`config.mk`:
```
export PLATFORM = sky130hd
export DESIGN_NAME = mux_scan_nx1
export DESIGN_NICKNAME = d
export VERILOG_FILES = /design/src/rtl/mux_pkg.sv /design/src/rtl/mux_scan_ctr.sv /design/src/rtl/mux_scan_nx1.sv
export SDC_FILE = /design/constraint.sdc
export NUM_CORES = 1
export LEC_CHECK = 0
export ABC_AREA = 1
export BUFFER_PORTS_ARGS = -buffer_cell sky130_fd_sc_hd__buf_2
export CELL_PAD_IN_SITES_DETAIL_PLACEMENT = 1
export CELL_PAD_IN_SITES_GLOBAL_PLACEMENT = 2
export CORE_MARGIN = 2
export CORE_UTILIZATION = 28
export DETAILED_ROUTE_END_ITERATION = 8
export PLACE_DENSITY_LB_ADDON = 0.1
export SETUP_SLACK_MARGIN = 0.5
export SLEW_MARGIN = 30
export SYNTH_ARGS = -nofsm -noshare
export SYNTH_HDL_FRONTEND = slang
export SYNTH_SLANG_ARGS = --single-unit
```
`constraint.sdc`:
```
create_clock -name clk -period 2.25 [get_ports clk]
set_input_delay 0.5625 -clock clk [delete_from_list [all_inputs] [get_ports clk]]
set_output_delay 0.5625 -clock clk [all_outputs]
set_load 0.03 [all_outputs]
```
`src/rtl/mux_pkg.sv`:
```
// Shared definitions for the scanning N:1 registered multiplexer.
// Mode encodings, scan FSM states and the out-of-range select policy.
package mux_pkg;

    localparam logic MODE_DIRECT = 1'b0;
    localparam logic MODE_SCAN   = 1'b1;

    typedef enum logic {
        ST_DIRECT = 1'b0,
        ST_SCAN   = 1'b1
    } state_e;

    // Out-of-range direct selects drive zero rather than holding
    // the previous value.
    localparam bit OOR_ZERO_FILL = 1'b1;

    function automatic state_e mode_to_state(input logic m);
        return (m == MODE_SCAN) ? ST_SCAN : ST_DIRECT;
    endfunction

endpackage

```
`src/rtl/mux_scan_ctr.sv`:
```
// Channel/dwell counter for auto-scan: holds each channel for DWELL
// enabled cycles, wraps by compare at N_CH-1.
// Ports: clk, rst (async high), clear, en -> ch_cnt, wrap.
module mux_scan_ctr
    import mux_pkg::*;
#(
    parameter int N_CH  = 9,
    parameter int DWELL = 1,
    localparam int SEL_W = $clog2(N_CH),
    localparam int DW_W  = $clog2(DWELL + 1)
) (
    input  logic             clk,
    input  logic             rst,
    input  logic             clear,
    input  logic             en,
    output logic [SEL_W-1:0] ch_cnt,
    output logic             wrap
);

    localparam logic [SEL_W-1:0] CH_LAST = SEL_W'(N_CH - 1);
    localparam logic [DW_W-1:0]  DW_LAST = DW_W'(DWELL - 1);

    logic [SEL_W-1:0] ch_cnt_q, ch_cnt_d;
    logic [DW_W-1:0]  dwell_cnt_q, dwell_cnt_d;
    logic             dwell_last;
    logic             ch_last;

    assign dwell_last = (dwell_cnt_q == DW_LAST);
    assign ch_last    = (ch_cnt_q == CH_LAST);

    always_comb begin
        ch_cnt_d    = ch_cnt_q;
        dwell_cnt_d = dwell_cnt_q;
        if (clear) begin
            ch_cnt_d    = '0;
            dwell_cnt_d = '0;
        end else if (en) begin
            if (dwell_last) begin
                dwell_cnt_d = '0;
                ch_cnt_d    = ch_last ? '0 : ch_cnt_q + 1'b1;
            end else begin
                dwell_cnt_d = dwell_cnt_q + 1'b1;
            end
        end
    end

    always_ff @(posedge clk or posedge rst) begin
        if (rst) begin
            ch_cnt_q    <= '0;
            dwell_cnt_q <= '0;
        end else begin
            ch_cnt_q    <= ch_cnt_d;
            dwell_cnt_q <= dwell_cnt_d;
        end
    end

    assign ch_cnt = ch_cnt_q;
    // Final sample of the last channel: the counter is about to wrap.
    assign wrap   = en && !clear && dwell_last && ch_last;

endmodule

```
`src/rtl/mux_scan_nx1.sv`:
```
// N-channel WIDTH-bit registered mux with direct select or auto-scan.
// Ports: clk, rst, en, mode, sel, din -> dout, dout_valid, ch_out,
// sel_err, scan_wrap (all outputs registered, 1-cycle latency).
module mux_scan_nx1
    import mux_pkg::*;
#(
    parameter int N_CH  = 9,
    parameter int WIDTH = 1,
    parameter int DWELL = 1,
    localparam int SEL_W = $clog2(N_CH)
) (
    input  logic                  clk,
    input  logic                  rst,
    input  logic                  en,
    input  logic                  mode,
    input  logic [SEL_W-1:0]      sel,
    input  logic [N_CH*WIDTH-1:0] din,
    output logic [WIDTH-1:0]      dout,
    output logic                  dout_valid,
    output logic [SEL_W-1:0]      ch_out,
    output logic                  sel_err,
    output logic                  scan_wrap
);

    localparam logic [SEL_W:0] N_CH_W = (SEL_W + 1)'(N_CH);

    state_e           state_q, state_d;
    logic             scan;
    logic             ctr_clear;
    logic             ctr_en;
    logic [SEL_W-1:0] ch_cnt;
    logic             ctr_wrap;
    logic [SEL_W-1:0] idx;
    logic             in_range;
    logic [WIDTH-1:0] pick;

    logic [WIDTH-1:0] dout_q, dout_d;
    logic             valid_q, valid_d;
    logic [SEL_W-1:0] ch_out_q, ch_out_d;
    logic             sel_err_q, sel_err_d;
    logic             wrap_q, wrap_d;

    // The incoming mode governs the sample taken on this edge.
    assign state_d   = mode_to_state(mode);
    assign scan      = (state_d == ST_SCAN);
    // Counters are zeroed on leaving scan and stay idle in direct,
    // so re-entering scan always starts at channel 0, dwell 0.
    assign ctr_clear = (state_q == ST_SCAN) && !scan;
    assign ctr_en    = en && scan;

    mux_scan_ctr #(
        .N_CH  (N_CH),
        .DWELL (DWELL)
    ) u_ctr (
        .clk    (clk),
        .rst    (rst),
        .clear  (ctr_clear),
        .en     (ctr_en),
        .ch_cnt (ch_cnt),
        .wrap   (ctr_wrap)
    );

    assign idx      = scan ? ch_cnt : sel;
    assign in_range = ({1'b0, idx} < N_CH_W);

    // Compare-based select: codes with no channel yield zero.
    always_comb begin
        pick = '0;
        for (int k = 0; k < N_CH; k++) begin
            if (idx == SEL_W'(k)) begin
                pick = din[k*WIDTH +: WIDTH];
            end
        end
    end

    always_comb begin
        dout_d    = dout_q;
        ch_out_d  = ch_out_q;
        sel_err_d = sel_err_q;
        valid_d   = 1'b0;
        wrap_d    = 1'b0;
        if (en) begin
            valid_d  = 1'b1;
            ch_out_d = idx;
            if (scan) begin
                dout_d    = pick;
                sel_err_d = 1'b0;
                wrap_d    = ctr_wrap;
            end else if (in_range) begin
                dout_d    = pick;
                sel_err_d = 1'b0;
            end else begin
                dout_d    = OOR_ZERO_FILL ? '0 : dout_q;
                sel_err_d = 1'b1;
            end
        end
    end

    always_ff @(posedge clk or posedge rst) begin
        if (rst) begin
            state_q   <= ST_DIRECT;
            dout_q    <= '0;
            valid_q   <= 1'b0;
            ch_out_q  <= '0;
            sel_err_q <= 1'b0;
            wrap_q    <= 1'b0;
        end else begin
            state_q   <= state_d;
            dout_q    <= dout_d;
            valid_q   <= valid_d;
            ch_out_q  <= ch_out_d;
            sel_err_q <= sel_err_d;
            wrap_q    <= wrap_d;
        end
    end

    assign dout       = dout_q;
    assign dout_valid = valid_q;
    assign ch_out     = ch_out_q;
    assign sel_err    = sel_err_q;
    assign scan_wrap  = wrap_q;

endmodule

```
==> flow_metrics.py, run 1 <==
metrics = {
    "route": {
        "drc": 0,
        "first_pass_iters": 4,
        "drt_first_iter_violations": 9,
        "vias_per_cell": 4.62,
        "wl_per_cell_um": 11.5,
        "route.vias.total": 693,
        "wirelength_um": 1730,
        "ant_nets": 0,
    },
    "global_route": {
        "first_global_vias": 741,
        "overflow": 0,
        "track_usage": 0.126,
        "use_met3": 0.0512,
        "busiest_layer": "met2",
        "grt_use_met1": 0.148,
        "met2_usage": 0.219,
        "antenna_found_initial": 0,
        "grt_pass1_wl_um": 3150,
        "grt_max_degree": 14,
    },
    "cts": {
        "cts_tree": "done",
        "clock_sinks": 13,
        "ctsResizeCount": 0,
        "path_clk_slew_ns": 0.08,
        "clock_latency_ns": 0.27,
        "htreeDepth": 1,
        "root_buffer": "clkbuf_4",
        "clock_path_buffers": 2,
        "cts_inserted_buffers": 3,
        "cts_hold_buffers": 0,
        "postCtsSetupRepairBufs": 0,
    },
    "status": {
        "outcome": "finished, final reports clean",
    },
    "power_and_ir_drop": {
        "p_leak_nw": 0.507,
        "ir_drop_uv": 293,
        "power_density_nw_per_um2": 657,
        "power.total_uw": 604,
    },
    "final_layout": {
        "fin_cells": 150,
        "nFillCells": 328,
        "nets": 140,
        "register_area_um2": 325,
        "drive_gt1_frac": 0.317,
        "multi_input_area_um2": 342,
        "insertedDiodeCount": 0,
        "area_growth_pct": 22.5,
        "final_util": 0.368,
    },
    "worst_setup_path": {
        "crit_path_top_delay_cell": "dfrtp_1",
        "end_kind": "primary output",
        "path_delay_family": "flip-flops",
        "path_buf_inv": 1,
        "path_class": "flip-flop to primary output",
        "crit_path_start_kind": "flip-flop",
        "crit_chain": "buf_2",
        "arrival_ns": 0.84,
        "worstPathRequired_ns": 1.69,
        "critical-path-max-stage-delay_ns": 0.39,
        "cp_max_fo": 2,
    },
    "die": {
        "core-area_um2": 2500,
        "die_h_um": 55.8,
        "initial_core_util": 0.300,
        "ios": 25,
        "rows": 18,
        "die_x_um": 55.8,
        "dieArea_um2": 3110,
    },
    "synthesis": {
        "ys_ff_latch": 13,
        "avgSynthCellArea_um2": 7.99,
        "synth_warnings": 0,
        "synth_nets": 113,
        "ys_seq_area_frac": 0.433,
        "synth_cell_type_count": 21,
        "syn_inst": 94,
        "syn-cell-area_um2": 751,
    },
    "job": {
        "cap_violations": 0,
    },
    "sta": {
        "fmax_mhz": 714,
        "finalSetupViolCount": 0,
        "slew_violations": 0,
        "relSlewSlack": 0.667,
        "rsz0062_at_grt": "false",
        "hold_viol": 0,
        "finalSetupTns_ns": 0,
        "skew_ns": 0.00322,
        "whs_ns": 0.301,
        "finalCriticalPeriod_ns": 1.40,
        "period_share": 0.623,
        "worst_pin_slew_ns": 0.498,
    },
    "place": {
        "hpwl_um": 1460,
        "port_buffers": 24,
        "dp_cells": 146,
        "gp_congestion": 0.786,
    },
    "worst_hold_path": {
        "hp-class": "input port to async pin",
    },
}
## layout by cell type (no fill, tap or decap), drive strengths merged
cell,count
mux2i,1
ha,2
xor2,1
nor2,2
dfrtp,13
o21ai,9
o22ai,1
nand2,25
nand3,19
xnor2,1
inv,17
nand3b,1
clkbuf,4
buf,24
## where the power goes
group | total [mW] | internal, mW | switching [mW]
registers | 0.282 | 0.260 | 0.0214
clock network | 0.144 | 0.0686 | 0.0751
logic | 0.179 | 0.0633 | 0.115
## area by class of cell
class / count / area share
Clock buffer: 4 / 0.0286
Inverter: 17 / 0.0748
Sequential cell: 13 / 0.354
Timing Repair Buffer: 24 / 0.131
Multi-Input combinational cell: 62 / 0.371
Tap cell: 30 / 0.0408
## synthesized netlist by cell type
library cell	n	area (um2)
nand2_1	19	71.3
nand3_1	18	90.1
inv_1	14	52.6
dfrtp_1	13	325
o21ai_0	7	35.0
nand2_2	4	25.0
ha_1	2	25.0
inv_2	2	7.51
nand2_4	2	22.5
nor2_1	2	7.51
buf_6	1	11.3
clkbuf_1	1	3.75
inv_6	1	8.76
mux2i_1	1	10.0
nand3_2	1	10.0
nand3b_1	1	7.51
o21ai_1	1	5.00
o21ai_2	1	8.76
o22ai_1	1	6.26
xnor2_1	1	8.76
xor2_1	1	8.76
## registers in the layout, summed over array words and instances, names as in the netlist
name and count:
u_ctr.ch_cnt 4, ch_out 4, sel_err 1, state_q 1, dout_valid 1, scan_wrap 1, dout 1
## final timing paths
| check | slack [ns] | from | endpoint | cells past startpoint |
|---|---|---|---|---|
| worst min register to register | 0.49 | ch_out[3] | ch_out[3] | 2 |
| worst max register to register | 1.06 | u_ctr.ch_cnt[0] | u_ctr.ch_cnt[3] | 5 |
| max in group asynchronous | 1.61 | rst | state_q | 2 |
| min in group clk | 0.48 | en | dout_valid | 1 |
| worst min-delay path | 0.30 | rst | sel_err | 2 |
| worst max-delay path | 0.85 | dout | dout | 1 |
## routing by layer
metal / vias up / share of wire
li1: 348 / -
met1: 331 / 0.44
met2: 12 / 0.50
met3: 2 / 0.054
met4: 0 / 0.0058
met5: - / 0
## cells by family (layout without fill, tap and decap cells)
group,count (synthesis),in the layout,share of synthesized area
simple gates,47,47,0.312
buf+inv,19,45,0.112
flops,13,13,0.433
compound gates,10,10,0.0733
fa+ha+maj,2,2,0.0333
xor+xnor,2,2,0.0233
mux,1,1,0.0133
## metrics by stage
step	instance area (um2)	worst slack (ns)
floorplan	751	0.890
global placement	893	0.686
detailed placement	893	0.659
CTS	920	0.840
global route	920	0.811
finish	920	0.849
Power figures use the tool's default switching activity.
==> run 2, diff against run 1 <==
--- a/config.mk
+++ b/config.mk
@@ -10,7 +10,7 @@
 export CELL_PAD_IN_SITES_DETAIL_PLACEMENT = 1
 export CELL_PAD_IN_SITES_GLOBAL_PLACEMENT = 2
 export CORE_MARGIN = 2
-export CORE_UTILIZATION = 28
+export CORE_UTILIZATION = 26
 export DETAILED_ROUTE_END_ITERATION = 8
 export PLACE_DENSITY_LB_ADDON = 0.1
 export SETUP_SLACK_MARGIN = 0.5
==> constraint.sdc (replaced) <==
create_clock -name clk -period 1.39 [get_ports clk]
set_input_delay 0.3475 -clock clk [delete_from_list [all_inputs] [get_ports clk]]
set_output_delay 0.3475 -clock clk [all_outputs]
set_load 0.03 [all_outputs]
==> run 2 against run 1 <==
- worst setup slack worse by 0.64 ns
- clock skew fell by 0.0014 ns
- non-clock buffer count is 16 higher
- wire length is 19% higher
- first-iteration DRC count rose by 33%
- sequential share of layout area is 8.2 points lower
- final cell count rose by 11%
- utilization increased by 7.0 points
- clock power increased by 65%
- largest power group is now combinational cells
==> flow_metrics.py, run 2 (same netlist as run 1, synthesis figures left out) <==
metrics = {
    "route": {
        "drt_first_iter_violations": 12,
        "wl_per_cell_um": 12.4,
        "vias_per_cell": 4.60,
        "drc": 0,
        "ant_nets": 0,
        "first_pass_iters": 4,
        "route.vias.total": 768,
        "wirelength_um": 2060,
    },
    "global_route": {
        "overflow": 0,
        "first_global_vias": 721,
        "antenna_found_initial": 0,
        "grt_max_degree": 14,
        "track_usage": 0.123,
        "grt_pass1_wl_um": 3220,
    },
    "worst_setup_path": {
        "worstRegToRegCells": 5,
        "critical-path-max-stage-delay_ns": 0.42,
        "reg2reg_slack_ns": 0.21,
        "path_class": "flip-flop to flip-flop",
        "arrival_ns": 1.34,
        "r2r-end": "u_ctr.ch_cnt[2]",
        "rr_startpoint": "u_ctr.ch_cnt[1]",
        "path_delay_family": "flip-flops",
        "path_buf_inv": 2,
        "worstPathRequired_ns": 1.55,
        "cp_max_fo": 3,
        "end_kind": "flip-flop",
        "crit_path_top_delay_cell": "dfrtp_1",
        "crit_path_start_kind": "flip-flop",
        "crit_chain": "buf_4 -> buf_6 -> ha_4 -> xnor2_2 -> o22ai_1",
    },
    "sta": {
        "finalSetupTns_ns": 0,
        "fmax_mhz": 847,
        "finalSetupViolCount": 0,
        "slew_violations": 0,
        "skew_ns": 0.00185,
        "finalCriticalPeriod_ns": 1.18,
        "relSlewSlack": 0.656,
        "whs_ns": 0.0838,
        "hold_viol": 0,
        "rsz0062_at_grt": "true",
        "worst_pin_slew_ns": 0.516,
        "period_share": 0.849,
    },
    "final_layout": {
        "register_area_um2": 328,
        "final_common_cell": "nand2_1",
        "nFillCells": 340,
        "multi_input_area_um2": 430,
        "area_growth_pct": 60.7,
        "final_cell_mix": "nand2_1 (18), buf_2 (16), buf_6 (13)",
        "insertedDiodeCount": 0,
        "drive_gt1_frac": 0.551,
        "nets": 156,
    },
    "die": {
        "dieArea_um2": 3330,
        "ios": 25,
        "rows": 19,
        "die_h_um": 57.7,
        "core-area_um2": 2760,
        "die_x_um": 57.7,
        "initial_core_util": 0.272,
    },
    "power_and_ir_drop": {
        "power_density_nw_per_um2": 1010,
        "power.total_mw": 1.22,
        "ir_drop_uv": 585,
        "p_leak_nw": 0.624,
    },
    "cts": {
        "clock_latency_ns": 0.28,
        "cts_hold_buffers": 0,
        "clock_path_buffers": 2,
        "htreeDepth": 1,
        "cts_tree": "done",
        "clock_sinks": 13,
        "root_buffer": "clkbuf_4",
        "cts_inserted_buffers": 3,
        "path_clk_slew_ns": 0.08,
    },
    "job": {
        "cap_violations": 0,
    },
    "place": {
        "gp_congestion": 0.731,
        "hpwl_um": 1430,
        "port_buffers": 24,
    },
    "status": {
        "outcome": "finished, final reports clean",
    },
    "worst_hold_path": {
        "hp-class": "input port to async pin",
    },
}
## run 2: cell types whose count changed in the layout (fill, tap and decap cells not counted), sizes merged
cell / change
buf: +16
## run 2: layout make-up
class	count	area share
multi-input combinational	62	0.357
sequential	13	0.272
timing repair buffer	40	0.256
inverter	17	0.0612
tap	31	0.0322
clock buffer	4	0.0218
## run 2: per-layer routing
layer	global-route usage	vias up	part of all wire	wire, um
li1	-	383	-	-
met1	0.154	368	0.44	904
met2	0.209	15	0.51	1050
met3	0.0424	2	0.046	95
met4	0.0199	0	0.0048	10
met5	0	-	0	0
## run 2: metrics by stage
step | cell area [um2] | setup slack (ns) | utilization | std cells
6_report | 1210 | 0.210 | 0.437 | 167
4_1_cts | 1110 | 0.209 | 0.403 | 160
5_1_grt | 1210 | 0.148 | 0.437 | 167
3_5_place_dp | 910 | 0.0553 | 0.330 | 148
3_3_place_gp | 910 | 0.0486 | 0.330 | 148
2_1_floorplan | 767 | 0.258 | - | 94
## run 2: worst max-delay path by stage
stage / start / endpoint / slack [ns] / depth (start not counted)
floorplan: mode / dout / 0.26 / 11
global placement: mode / dout / 0.05 / 10
detailed placement: mode / dout / 0.06 / 10
CTS: ch_out[3] / ch_out[3] / 0.21 / 1
global route: u_ctr.ch_cnt[1] / dout / 0.15 / 9
finish: u_ctr.ch_cnt[1] / u_ctr.ch_cnt[2] / 0.21 / 5
## run 2: what timing repair did
action,4_1_cts,5_1_grt
gates resized for setup,35,10
pin swaps,7,6
setup buffers,8,7
endpoints found under the setup margin,19,19
## run 2: where the power goes
part | switching (mW) | internal (mW)
Sequential | 0.0391 | 0.423
Combinational | 0.261 | 0.260
Clock | 0.126 | 0.112
## run 2: worst register-to-register path: cells and delay by family (launching register included)
kind / cells / cell delay (ns)
flops: 1 / 0.42
fa+ha+maj: 1 / 0.15
compound gates: 1 / 0.08
buf+inv: 2 / 0.26
xor+xnor: 1 / 0.14
==> run 3, diff against run 2 <==
--- a/config.mk
+++ b/config.mk
@@ -10,7 +10,7 @@
 export CELL_PAD_IN_SITES_DETAIL_PLACEMENT = 1
 export CELL_PAD_IN_SITES_GLOBAL_PLACEMENT = 2
 export CORE_MARGIN = 2
-export CORE_UTILIZATION = 26
+export CORE_UTILIZATION = 24
 export DETAILED_ROUTE_END_ITERATION = 8
 export PLACE_DENSITY_LB_ADDON = 0.1
 export SETUP_SLACK_MARGIN = 0.5
==> constraint.sdc (replaced) <==
create_clock -name clk -period 1.04 [get_ports clk]
set_input_delay 0.26 -clock clk [delete_from_list [all_inputs] [get_ports clk]]
set_output_delay 0.26 -clock clk [all_outputs]
set_load 0.03 [all_outputs]
==> run 3 against run 2 <==
- the run now ends with negative hold slack, negative setup slack left
- sequential share of layout area decreased by 0.32 points
- global-route usage decreased by 0.19 points
- maximum frequency increased by 1.3%
- combinational power increased by 30%
- total power increased by 32%
- utilization decreased by 2.2 points
- worst hold slack got worse by 0.12 ns
- die area increased by 7.7%
==> flow_metrics.py, run 3 (same netlist as run 1, synthesis figures left out) <==
metrics = {
    "status": {
        "outcome": "complete, but fails checks",
        "violations": "negative hold slack, negative setup slack",
    },
    "die": {
        "die_h_um": 59.9,
        "initial_core_util": 0.250,
        "rows": 20,
        "die_x_um": 59.9,
        "ios": 25,
        "core-area_um2": 3000,
        "dieArea_um2": 3590,
    },
    "worst_setup_path": {
        "worstRegToRegCells": 8,
        "crit_chain": "nand2_4 -> nand3_1 -> nand3_1 -> nand3_2 -> nand3_2 -> nand2_1 -> nand2_1 -> nand2_1",
        "rr_startpoint": "u_ctr.ch_cnt[2]",
        "end_kind": "flip-flop",
        "reg2reg_slack_ns": -0.12,
        "crit_path_top_delay_cell": "dfrtp_2",
        "crit_path_start_kind": "flip-flop",
        "arrival_ns": 1.34,
        "path_class": "flip-flop to flip-flop",
        "cp_max_fo": 5,
        "critical-path-max-stage-delay_ns": 0.45,
        "worstPathRequired_ns": 1.22,
        "crit_top_cell": "nand2_1",
        "r2r-end": "dout",
    },
    "sta": {
        "relSlewSlack": 0.797,
        "fmax_mhz": 859,
        "finalCriticalPeriod_ns": 1.16,
        "rsz0062_at_grt": "true",
        "slew_violations": 0,
        "fin_ws_ns": -0.125,
        "skew_ns": 0.000422,
        "worst_pin_slew_ns": 0.304,
        "finalSetupViolCount": 14,
        "period_share": 1.12,
        "hold_viol": 13,
        "whs_ns": -0.0376,
    },
    "final_layout": {
        "nFillCells": 371,
        "nets": 159,
        "final_cell_mix": "nand2_1 (17), buf_2 (16), buf_4 (15)",
        "finalInstanceArea_um2": 1250,
        "insertedDiodeCount": 0,
        "area_growth_pct": 66.3,
        "drive_gt1_frac": 0.597,
        "final_common_cell": "nand2_1",
    },
    "global_route": {
        "antenna_found_initial": 0,
        "grt_pass1_wl_um": 3180,
        "met2_usage": 0.202,
        "grt_use_met1": 0.145,
        "grt_max_degree": 14,
        "use_met3": 0.0390,
        "overflow": 0,
        "busiest_layer": "met2",
        "track_usage": 0.122,
        "first_global_vias": 721,
    },
    "cts": {
        "cts_inserted_buffers": 3,
        "root_buffer": "clkbuf_4",
        "htreeDepth": 1,
        "clock_path_buffers": 2,
        "clock_sinks": 13,
        "path_clk_slew_ns": 0.08,
        "cts_tree": "done",
        "clock_latency_ns": 0.28,
    },
    "power_and_ir_drop": {
        "power.total_mw": 1.62,
        "p_int_mw": 1.05,
        "p_sw_uw": 569,
        "p_comb_frac": 0.419,
        "p_leak_nw": 0.630,
        "pwr-share-seq": 0.383,
        "p_clk_frac": 0.198,
        "switching_share": 0.352,
        "ir_drop_uv": 577,
        "power_density_nw_per_um2": 1290,
    },
    "worst_hold_path": {
        "hp-class": "input port to async pin",
    },
    "place": {
        "place_ws_ns": -0.207,
        "placed_cell_area_um2": 1020,
        "hpwl_um": 1570,
        "gp_congestion": 0.736,
        "port_buffers": 24,
    },
    "route": {
        "ant_nets": 0,
        "vias_per_cell": 4.45,
        "first_pass_iters": 4,
        "drc": 0,
        "drt_first_iter_violations": 8,
        "wirelength_um": 2090,
        "wl_per_cell_um": 12.1,
        "route.vias.total": 765,
    },
    "job": {
        "cap_violations": 0,
    },
}
[run 3: critical path: cells and delay by family (launching register included)]
family | cells | cell delay, ns
AND/OR/NAND/NOR | 8 | 0.61
flip-flops | 1 | 0.45
[run 3: routing by layer]
| metal | part of all wire | up-vias |
|---|---|---|
| met5 | 0 | - |
| met4 | 0.0082 | 0 |
| met3 | 0.035 | 2 |
| met2 | 0.54 | 15 |
| met1 | 0.41 | 359 |
| li1 | - | 389 |
[run 3: power groups by stage]
| stage | Clock (mW) | Combinational [mW] | Sequential [mW] |
|---|---|---|---|
| 6_report | 0.320 | 0.677 | 0.619 |
| 5_1_grt | 0.363 | 0.743 | 0.626 |
| 3_3_place_gp | 0 | 0.507 | 0.614 |
| 3_5_place_dp | 0 | 0.515 | 0.614 |
| 4_1_cts | 0.340 | 0.611 | 0.614 |
| 2_1_floorplan | 0 | 0.231 | 0.687 |
[run 3: what timing repair did]
action                     CTS  global route
buffers inserted             3             2
pin swaps                    7            12
setup endpoints to repair   19            19
resized for setup           22            20
hold endpoints to repair    13            13
cloned                       0             0
[run 3: worst max path at each step]
stage                      end       startpoint  cells past startpoint
after floorplan           dout  u_ctr.ch_cnt[2]                      8
after global placement    dout             mode                     11
after detailed placement  dout             mode                     10
after CTS                 dout  u_ctr.ch_cnt[2]                      8
after global routing      dout  u_ctr.ch_cnt[2]                      9
final                     dout  u_ctr.ch_cnt[2]                      8
[run 3: through the flow]
stage | hold WS, ns | TNS [ns] | cells | util
global placement | 0.263 | -0.461 | 163 | 0.341
global route | -0.0476 | -1.45 | 172 | 0.416
finish | -0.0376 | -0.667 | 172 | 0.416
detailed placement | 0.273 | -0.638 | 163 | 0.341
floorplan | 0.136 | -0.0147 | 94 | -
CTS | -0.0403 | -0.772 | 170 | 0.383
[run 3: layout make-up]
cell class,instances,area [um2],share of cell area
clock buffer,4,26.3,0.0210
inverter,17,73.8,0.0591
multi-input combinational,62,444,0.356
sequential,13,335,0.269
tap,33,41.3,0.0331
timing repair buffer,43,328,0.263
